File: config.mk
export PLATFORM = sky130hd
export DESIGN_NAME = mem_bus_responder
export DESIGN_NICKNAME = d
export VERILOG_FILES = /design/src/rtl/mem_bus_pkg.sv /design/src/rtl/mem_sp_array.sv /design/src/rtl/mem_bus_responder.sv
export SDC_FILE = /design/constraint.sdc
export NUM_CORES = 2
export LEC_CHECK = 0
export ABC_CLOCK_PERIOD_IN_PS = 6300
export BUFFER_PORTS_ARGS = -buffer_cell sky130_fd_sc_hd__buf_2
export CAP_MARGIN = 20
export CORE_MARGIN = 1.5
export CORE_UTILIZATION = 55
export DETAILED_ROUTE_END_ITERATION = 16
export PLACE_DENSITY = 0.68
export SETUP_SLACK_MARGIN = 0.5
export SLEW_MARGIN = 25
export SYNTH_ARGS = -nofsm -noshare
export SYNTH_HDL_FRONTEND = slang
export SYNTH_SLANG_ARGS = --single-unit
File: constraint.sdc
create_clock -name clk -period 6.3 [get_ports clk]
set_clock_uncertainty 0.15 [all_clocks]
set_input_delay 0.315 -clock clk [delete_from_list [all_inputs] [get_ports clk]]
set_output_delay 0.315 -clock clk [all_outputs]
set_load 0.02 [all_outputs]
File: src/rtl/mem_bus_pkg.sv
// Shared types and constants for the memory bus responder: FSM states,
// latched operation codes, default widths and the wait-count limit.
package mem_bus_pkg;

    localparam int DEF_ADDR_W = 8;
    localparam int DEF_DATA_W = 8;
    localparam int MAX_WAIT   = 15;
    localparam int CNT_W      = 4;

    typedef enum logic [1:0] {
        IDLE = 2'd0,
        WAIT = 2'd1,
        RESP = 2'd2
    } state_t;

    typedef enum logic [1:0] {
        OP_ROM_RD = 2'd0,
        OP_RAM_RD = 2'd1,
        OP_RAM_WR = 2'd2
    } op_t;

    // Out-of-range wait parameters saturate at the counter limit
    function automatic logic [CNT_W-1:0] to_wait_cnt(input int w);
        return (w > MAX_WAIT) ? CNT_W'(MAX_WAIT) : CNT_W'(w);
    endfunction

endpackage

File: src/rtl/mem_sp_array.sv
// Single-port storage array: synchronous write, read indexed combinationally
// so the parent can capture the word on the same edge that commits the access.
module mem_sp_array #(
    parameter int ADDR_W = 8,
    parameter int DATA_W = 8
) (
    input  logic              clk,
    input  logic              we,
    input  logic [ADDR_W-1:0] addr,
    input  logic [DATA_W-1:0] wdata,
    output logic [DATA_W-1:0] rdata
);

    logic [DATA_W-1:0] mem_r [0:(2**ADDR_W)-1];

    // Storage write port; contents intentionally have no reset
    always_ff @(posedge clk) begin
        if (we) begin
            mem_r[addr] <= wdata;
        end
    end

    assign rdata = mem_r[addr];

endmodule

File: src/rtl/mem_bus_responder.sv
// Memory-side responder: decodes controller strobes in IDLE, counts wait
// states, commits the access on entry to RESP and pulses rdy for one cycle.
module mem_bus_responder
    import mem_bus_pkg::*;
#(
    parameter int ADDR_W   = DEF_ADDR_W,
    parameter int DATA_W   = DEF_DATA_W,
    parameter int ROM_WAIT = 1,
    parameter int RAM_WAIT = 2
) (
    input  logic              clk,
    input  logic              rst,
    input  logic              rom_ena,
    input  logic              rom_read,
    input  logic              ram_ena,
    input  logic              ram_read,
    input  logic              ram_write,
    input  logic              ad_sel,
    input  logic [ADDR_W-1:0] pc_addr,
    input  logic [ADDR_W-1:0] ir_addr,
    input  logic [DATA_W-1:0] wdata,
    input  logic              ld_en,
    input  logic [ADDR_W-1:0] ld_addr,
    input  logic [DATA_W-1:0] ld_data,
    output logic [DATA_W-1:0] rdata,
    output logic              rdy,
    output logic              busy,
    output logic              err
);

    localparam logic [CNT_W-1:0] ROM_WAIT_C = to_wait_cnt(ROM_WAIT);
    localparam logic [CNT_W-1:0] RAM_WAIT_C = to_wait_cnt(RAM_WAIT);

    state_t            state_r, state_next_s;
    op_t               op_r, req_op_s, acc_op_s;
    logic [CNT_W-1:0]  cnt_r, cnt_next_s, req_wait_s;
    logic [ADDR_W-1:0] addr_r, req_addr_s, acc_addr_s, rom_addr_s;
    logic [DATA_W-1:0] wdata_r, acc_wdata_s, rom_q_s, ram_q_s;
    logic [1:0]        req_cnt_s;
    logic              rr_s, mr_s, mw_s;
    logic              load_s, accept_s, illegal_s, enter_resp_s, rom_we_s, ram_we_s;

    // Request decode, preload priority and selection of the accepted operation
    always_comb begin
        rr_s       = rom_ena & rom_read;
        mr_s       = ram_ena & ram_read;
        mw_s       = ram_ena & ram_write;
        req_cnt_s  = {1'b0, rr_s} + {1'b0, mr_s} + {1'b0, mw_s};
        load_s     = (state_r == IDLE) && ld_en;
        accept_s   = (state_r == IDLE) && !ld_en && (req_cnt_s == 2'd1);
        illegal_s  = (state_r == IDLE) && !ld_en && (req_cnt_s >= 2'd2);
        req_addr_s = ad_sel ? ir_addr : pc_addr;
        if (rr_s) begin
            req_op_s   = OP_ROM_RD;
            req_wait_s = ROM_WAIT_C;
        end else if (mr_s) begin
            req_op_s   = OP_RAM_RD;
            req_wait_s = RAM_WAIT_C;
        end else begin
            req_op_s   = OP_RAM_WR;
            req_wait_s = RAM_WAIT_C;
        end
    end

    // Next-state and wait-counter logic
    always_comb begin
        state_next_s = state_r;
        cnt_next_s   = cnt_r;
        case (state_r)
            IDLE: begin
                if (accept_s) begin
                    cnt_next_s   = req_wait_s;
                    state_next_s = (req_wait_s == {CNT_W{1'b0}}) ? RESP : WAIT;
                end else begin
                    state_next_s = IDLE;
                end
            end
            WAIT: begin
                if (cnt_r <= {{(CNT_W-1){1'b0}}, 1'b1}) begin
                    cnt_next_s   = {CNT_W{1'b0}};
                    state_next_s = RESP;
                end else begin
                    cnt_next_s   = cnt_r - {{(CNT_W-1){1'b0}}, 1'b1};
                    state_next_s = WAIT;
                end
            end
            RESP:    state_next_s = IDLE;
            default: state_next_s = IDLE;
        endcase
    end

    // A zero-wait access commits on its accepting edge, so it uses the live request
    always_comb begin
        if (state_r == IDLE) begin
            acc_op_s    = req_op_s;
            acc_addr_s  = req_addr_s;
            acc_wdata_s = wdata;
        end else begin
            acc_op_s    = op_r;
            acc_addr_s  = addr_r;
            acc_wdata_s = wdata_r;
        end
        enter_resp_s = (state_next_s == RESP);
        ram_we_s     = enter_resp_s && (acc_op_s == OP_RAM_WR);
        rom_we_s     = load_s;
        rom_addr_s   = load_s ? ld_addr : acc_addr_s;
    end

    // FSM state, wait counter and latched request
    always_ff @(posedge clk or posedge rst) begin
        if (rst) begin
            state_r <= IDLE;
            cnt_r   <= {CNT_W{1'b0}};
            op_r    <= OP_ROM_RD;
            addr_r  <= {ADDR_W{1'b0}};
            wdata_r <= {DATA_W{1'b0}};
        end else begin
            state_r <= state_next_s;
            cnt_r   <= cnt_next_s;
            if (accept_s) begin
                op_r    <= req_op_s;
                addr_r  <= req_addr_s;
                wdata_r <= wdata;
            end
        end
    end

    // Registered outputs; rdata only moves on a completing read
    always_ff @(posedge clk or posedge rst) begin
        if (rst) begin
            rdata <= {DATA_W{1'b0}};
            rdy   <= 1'b0;
            busy  <= 1'b0;
            err   <= 1'b0;
        end else begin
            rdy  <= enter_resp_s;
            busy <= (state_next_s != IDLE);
            err  <= illegal_s;
            if (enter_resp_s && (acc_op_s == OP_ROM_RD)) begin
                rdata <= rom_q_s;
            end else if (enter_resp_s && (acc_op_s == OP_RAM_RD)) begin
                rdata <= ram_q_s;
            end
        end
    end

    mem_sp_array #(.ADDR_W(ADDR_W), .DATA_W(DATA_W)) u_rom (
        .clk   (clk),
        .we    (rom_we_s),
        .addr  (rom_addr_s),
        .wdata (ld_data),
        .rdata (rom_q_s)
    );

    mem_sp_array #(.ADDR_W(ADDR_W), .DATA_W(DATA_W)) u_ram (
        .clk   (clk),
        .we    (ram_we_s),
        .addr  (acc_addr_s),
        .wdata (acc_wdata_s),
        .rdata (ram_q_s)
    );

endmodule

==> flow_metrics.py <==
metrics = {
    "placed_design": {
        "hpwl_mm": 243,
        "place_area_um2": 162000,
        "io_buffers": 59,
        "place_ws_ns": 0.286,
        "place.gp.congestion": 0.926,
    },
    "critical_path": {
        "arrival_ns": 6.46,
        "crit_type": "reg -> reg",
        "worstSetupEndpointType": "flip-flop",
        "r2r_setup_slack_ns": 0.48,
        "start_kind": "flip-flop",
        "critPathMaxFanout": 120,
        "cp.required_ns": 6.94,
    },
    "clocking": {
        "postCtsSetupRepairBufs": 0,
        "tritoncts": "done",
        "clk_latency_ns": 0.99,
        "clockRootBuffer": "clkbuf_16",
        "cts-buffers-inserted": 406,
        "path_clk_slew_ns": 0.06,
        "h-tree-depth": 5,
        "cts_sinks": 4131,
        "clockBufferDepth": 4,
    },
    "timing": {
        "grt_setup_unrepaired": "no",
        "finalWorstSetupSlack_ns": 0.478,
        "max_freq_ghz": 0.172,
        "period_share_pct": 92.4,
        "hold_slack_ns": 0.0600,
        "slew_viol_final": 0,
        "hold_violations": 0,
        "period_needed_ns": 5.82,
        "fin_tns_setup_ns": 0,
        "tightest_slew_ns": 1.21,
        "maxSlewHeadroom_pct": 18.6,
        "setup_viol": 0,
    },
    "power_and_ir_drop": {
        "powerDensity_nw_per_um2": 476,
        "p_leak_uw": 0.0543,
        "peakVddDrop_mv": 0.772,
    },
    "global_route": {
        "grt_use_total_pct": 28.8,
        "grt_pass1_vias": 84212,
        "grt-ovfl-total": 0,
        "grt_first_pass_wirelength_mm": 597,
        "grt_max_degree": 196,
        "antenna_found_initial": 33,
    },
    "min_path": {
        "hp-class": "in -> reg",
    },
    "yosys": {
        "synth.area.mux_share_pct": 7.05,
        "synth_commonest_cells": "edfxtp_1 (4096), a22oi_1 (849), nor2_1 (538)",
        "synth_top_area_share_pct": 78.5,
        "synthesis.nets": 8428,
        "synth_enable_flop_cells": 4096,
        "ys_warn_count": 0,
        "ys_types": 68,
        "synth_fa_ha_area_share_pct": 0.0288,
        "netlist_area_um2": 157000,
        "async_reset_ff_share_pct": 0.847,
        "ys_ff_latch": 4131,
        "ys_seq_area_share_pct": 79.1,
        "synth.largest_area_cell": "edfxtp_1",
        "synth_top_cells_by_area": "edfxtp_1 (79%), mux4_2 (6.8%), a22oi_1 (4.1%)",
        "synthXorXnorAreaFrac_pct": 0.00559,
        "syn_area_per_cell_um2": 18.7,
        "synth-compound-area-share_pct": 9.42,
        "synth_most_common_cell": "edfxtp_1",
        "syn_inst": 8376,
        "synth_top_family_by_area": "compound AO/OA/AOI/OAI gates",
        "synth_ff_type": "edfxtp_1",
        "synthSimpleGateAreaFrac_pct": 2.78,
    },
    "final_layout": {
        "fin_area_um2": 176000,
        "drive_gt1_share_pct": 16.3,
        "ff_latch_area_um2": 124000,
        "syn_to_final_growth_pct": 12.4,
        "multi_input_area_um2": 30700,
        "final_nets": 8641,
        "n_fill_cell": 19119,
    },
    "floorplanning": {
        "die_x_um": 537,
        "io_pins": 60,
        "coreArea_um2": 283000,
        "start_util_pct": 55.4,
        "placementRows": 195,
        "die_y_um": 537,
        "die_area_um2": 288000,
    },
    "detailed_routing": {
        "firstDrtPassIters": 8,
        "drtIter0Drc": 12953,
        "routed_via_density": 6.81,
        "routed_wl_mm": 418,
        "drc": 0,
        "ant_nets": 0,
        "vias": 86427,
        "wl_per_cell_um": 32.9,
    },
    "status": {
        "status": "completed",
    },
    "flow_run": {
        "maxCapViolations": 0,
    },
}
==> final timing paths <==
kind | from | end | cells past startpoint
max in group asynchronous | rst | addr_r[0]$_DFFE_PP0P_ | 5
min reg2reg | addr_r[6]$_DFFE_PP0P_ | addr_r[6]$_DFFE_PP0P_ | 2
max | state_r[1]$_DFF_PP0_ | rdata[0]$_DFFE_PP0P_ | 12
min in group asynchronous | rst | wdata_r[5]$_DFFE_PP0P_ | 5
max reg2reg | state_r[1]$_DFF_PP0_ | rdata[0]$_DFFE_PP0P_ | 12
min | ld_addr[0] | u_rom.mem_r[178][7]$_DFFE_PP_ | 5
==> report_power, final <==
| group | total, uW | internal, uW | switching [uW] | leakage (uW) |
|---|---|---|---|---|
| Sequential | 33000 | 32800 | 206 | 0.0373 |
| Clock | 24100 | 13700 | 10300 | 0.00642 |
| Combinational | 26800 | 8410 | 18400 | 0.0106 |
==> sequential cells by signal, summed over array words and instances, names as in the netlist <==
name / flops
rdata: 8
err: 1
addr_r: 8
u_ram.mem_r: 2048
rdy: 1
busy: 1
cnt_r: 4
op_r: 2
u_rom.mem_r: 2048
state_r: 2
wdata_r: 8
==> layout make-up <==
cell class,count,area share [%]
antenna,16,0.0227
inverter,3,0.00639
clock buffer,495,6.00
timing repair buffer,389,2.08
sequential,4131,70.3
tap,3743,2.66
multi-input combinational,3658,17.4
clock inverter,249,1.49
==> layer usage <==
layer  part of all wire [%]  vias up  track usage [%]  routed length (um)
met5                 0.0074        -                0                  31
met4                    5.1        6             13.7               21500
met1                     38    44497             40.8              158000
met3                     12      911             6.61               48900
met2                     45     5692             42.6              189000
li1                       -    35321                -                   -
==> stage by stage <==
| step | cells | util, % | total power (uW) |
|---|---|---|---|
| floorplan | 8376 | - | 49700 |
| finish | 12684 | 62.3 | 83900 |
| detailed placement | 11868 | 57.4 | 59700 |
| global route | 12678 | 62.3 | 86100 |
| CTS | 12668 | 62.2 | 83500 |
| global placement | 11866 | 57.3 | 59300 |
==> logic make-up after synthesis <==
group	after synthesis
AO/OA/AOI/OAI	2094
multiplexers	514
flip-flops	4131
AND/OR/NAND/NOR	1046
XOR/XNOR	1
buffers and inverters	587
adder cells (fa/ha/maj)	3
==> worst max-delay path, cell delays in order (launching register included) <==
cell and delay, ns:
dfrtp_1 0.49, o21ba_2 0.30, a21oi_4 0.33, buf_12 0.58, buf_4 0.74, mux4_2 0.42, nand2_1 0.09, nand3_1 0.09
a32o_1 0.43, a221oi_1 0.63, o21ai_1 0.26, nor2_1 0.87, nor3_1 0.12
==> cell usage in the layout (no fill, tap or decap), types with 53 or more instances in the layout <==
cell           instances
a21oi_1              495
nor2_1               531
o22ai_1              107
clkinv_1              90
edfxtp_1            4096
mux4_2               470
nand3_1               67
buf_12                53
a221oi_1             193
clkinv_2              68
dlygate4sd3_1         56
o41ai_1               77
clkbuf_16            407
clkbuf_1              83
a22oi_1              849
nand2_1              288
a22o_1               193
o21ai_0               58
buf_4                218
==> repair_timing <==
| item | 4_1_cts | 5_1_grt |
|---|---|---|
| hold endpoints to repair | 726 | 0 |
| endpoints found under the setup margin | 0 | 1 |
| resized for setup | 0 | 2 |
| hold buffers | 56 | 0 |
No activity file was read; power rests on OpenSTA's default activity.
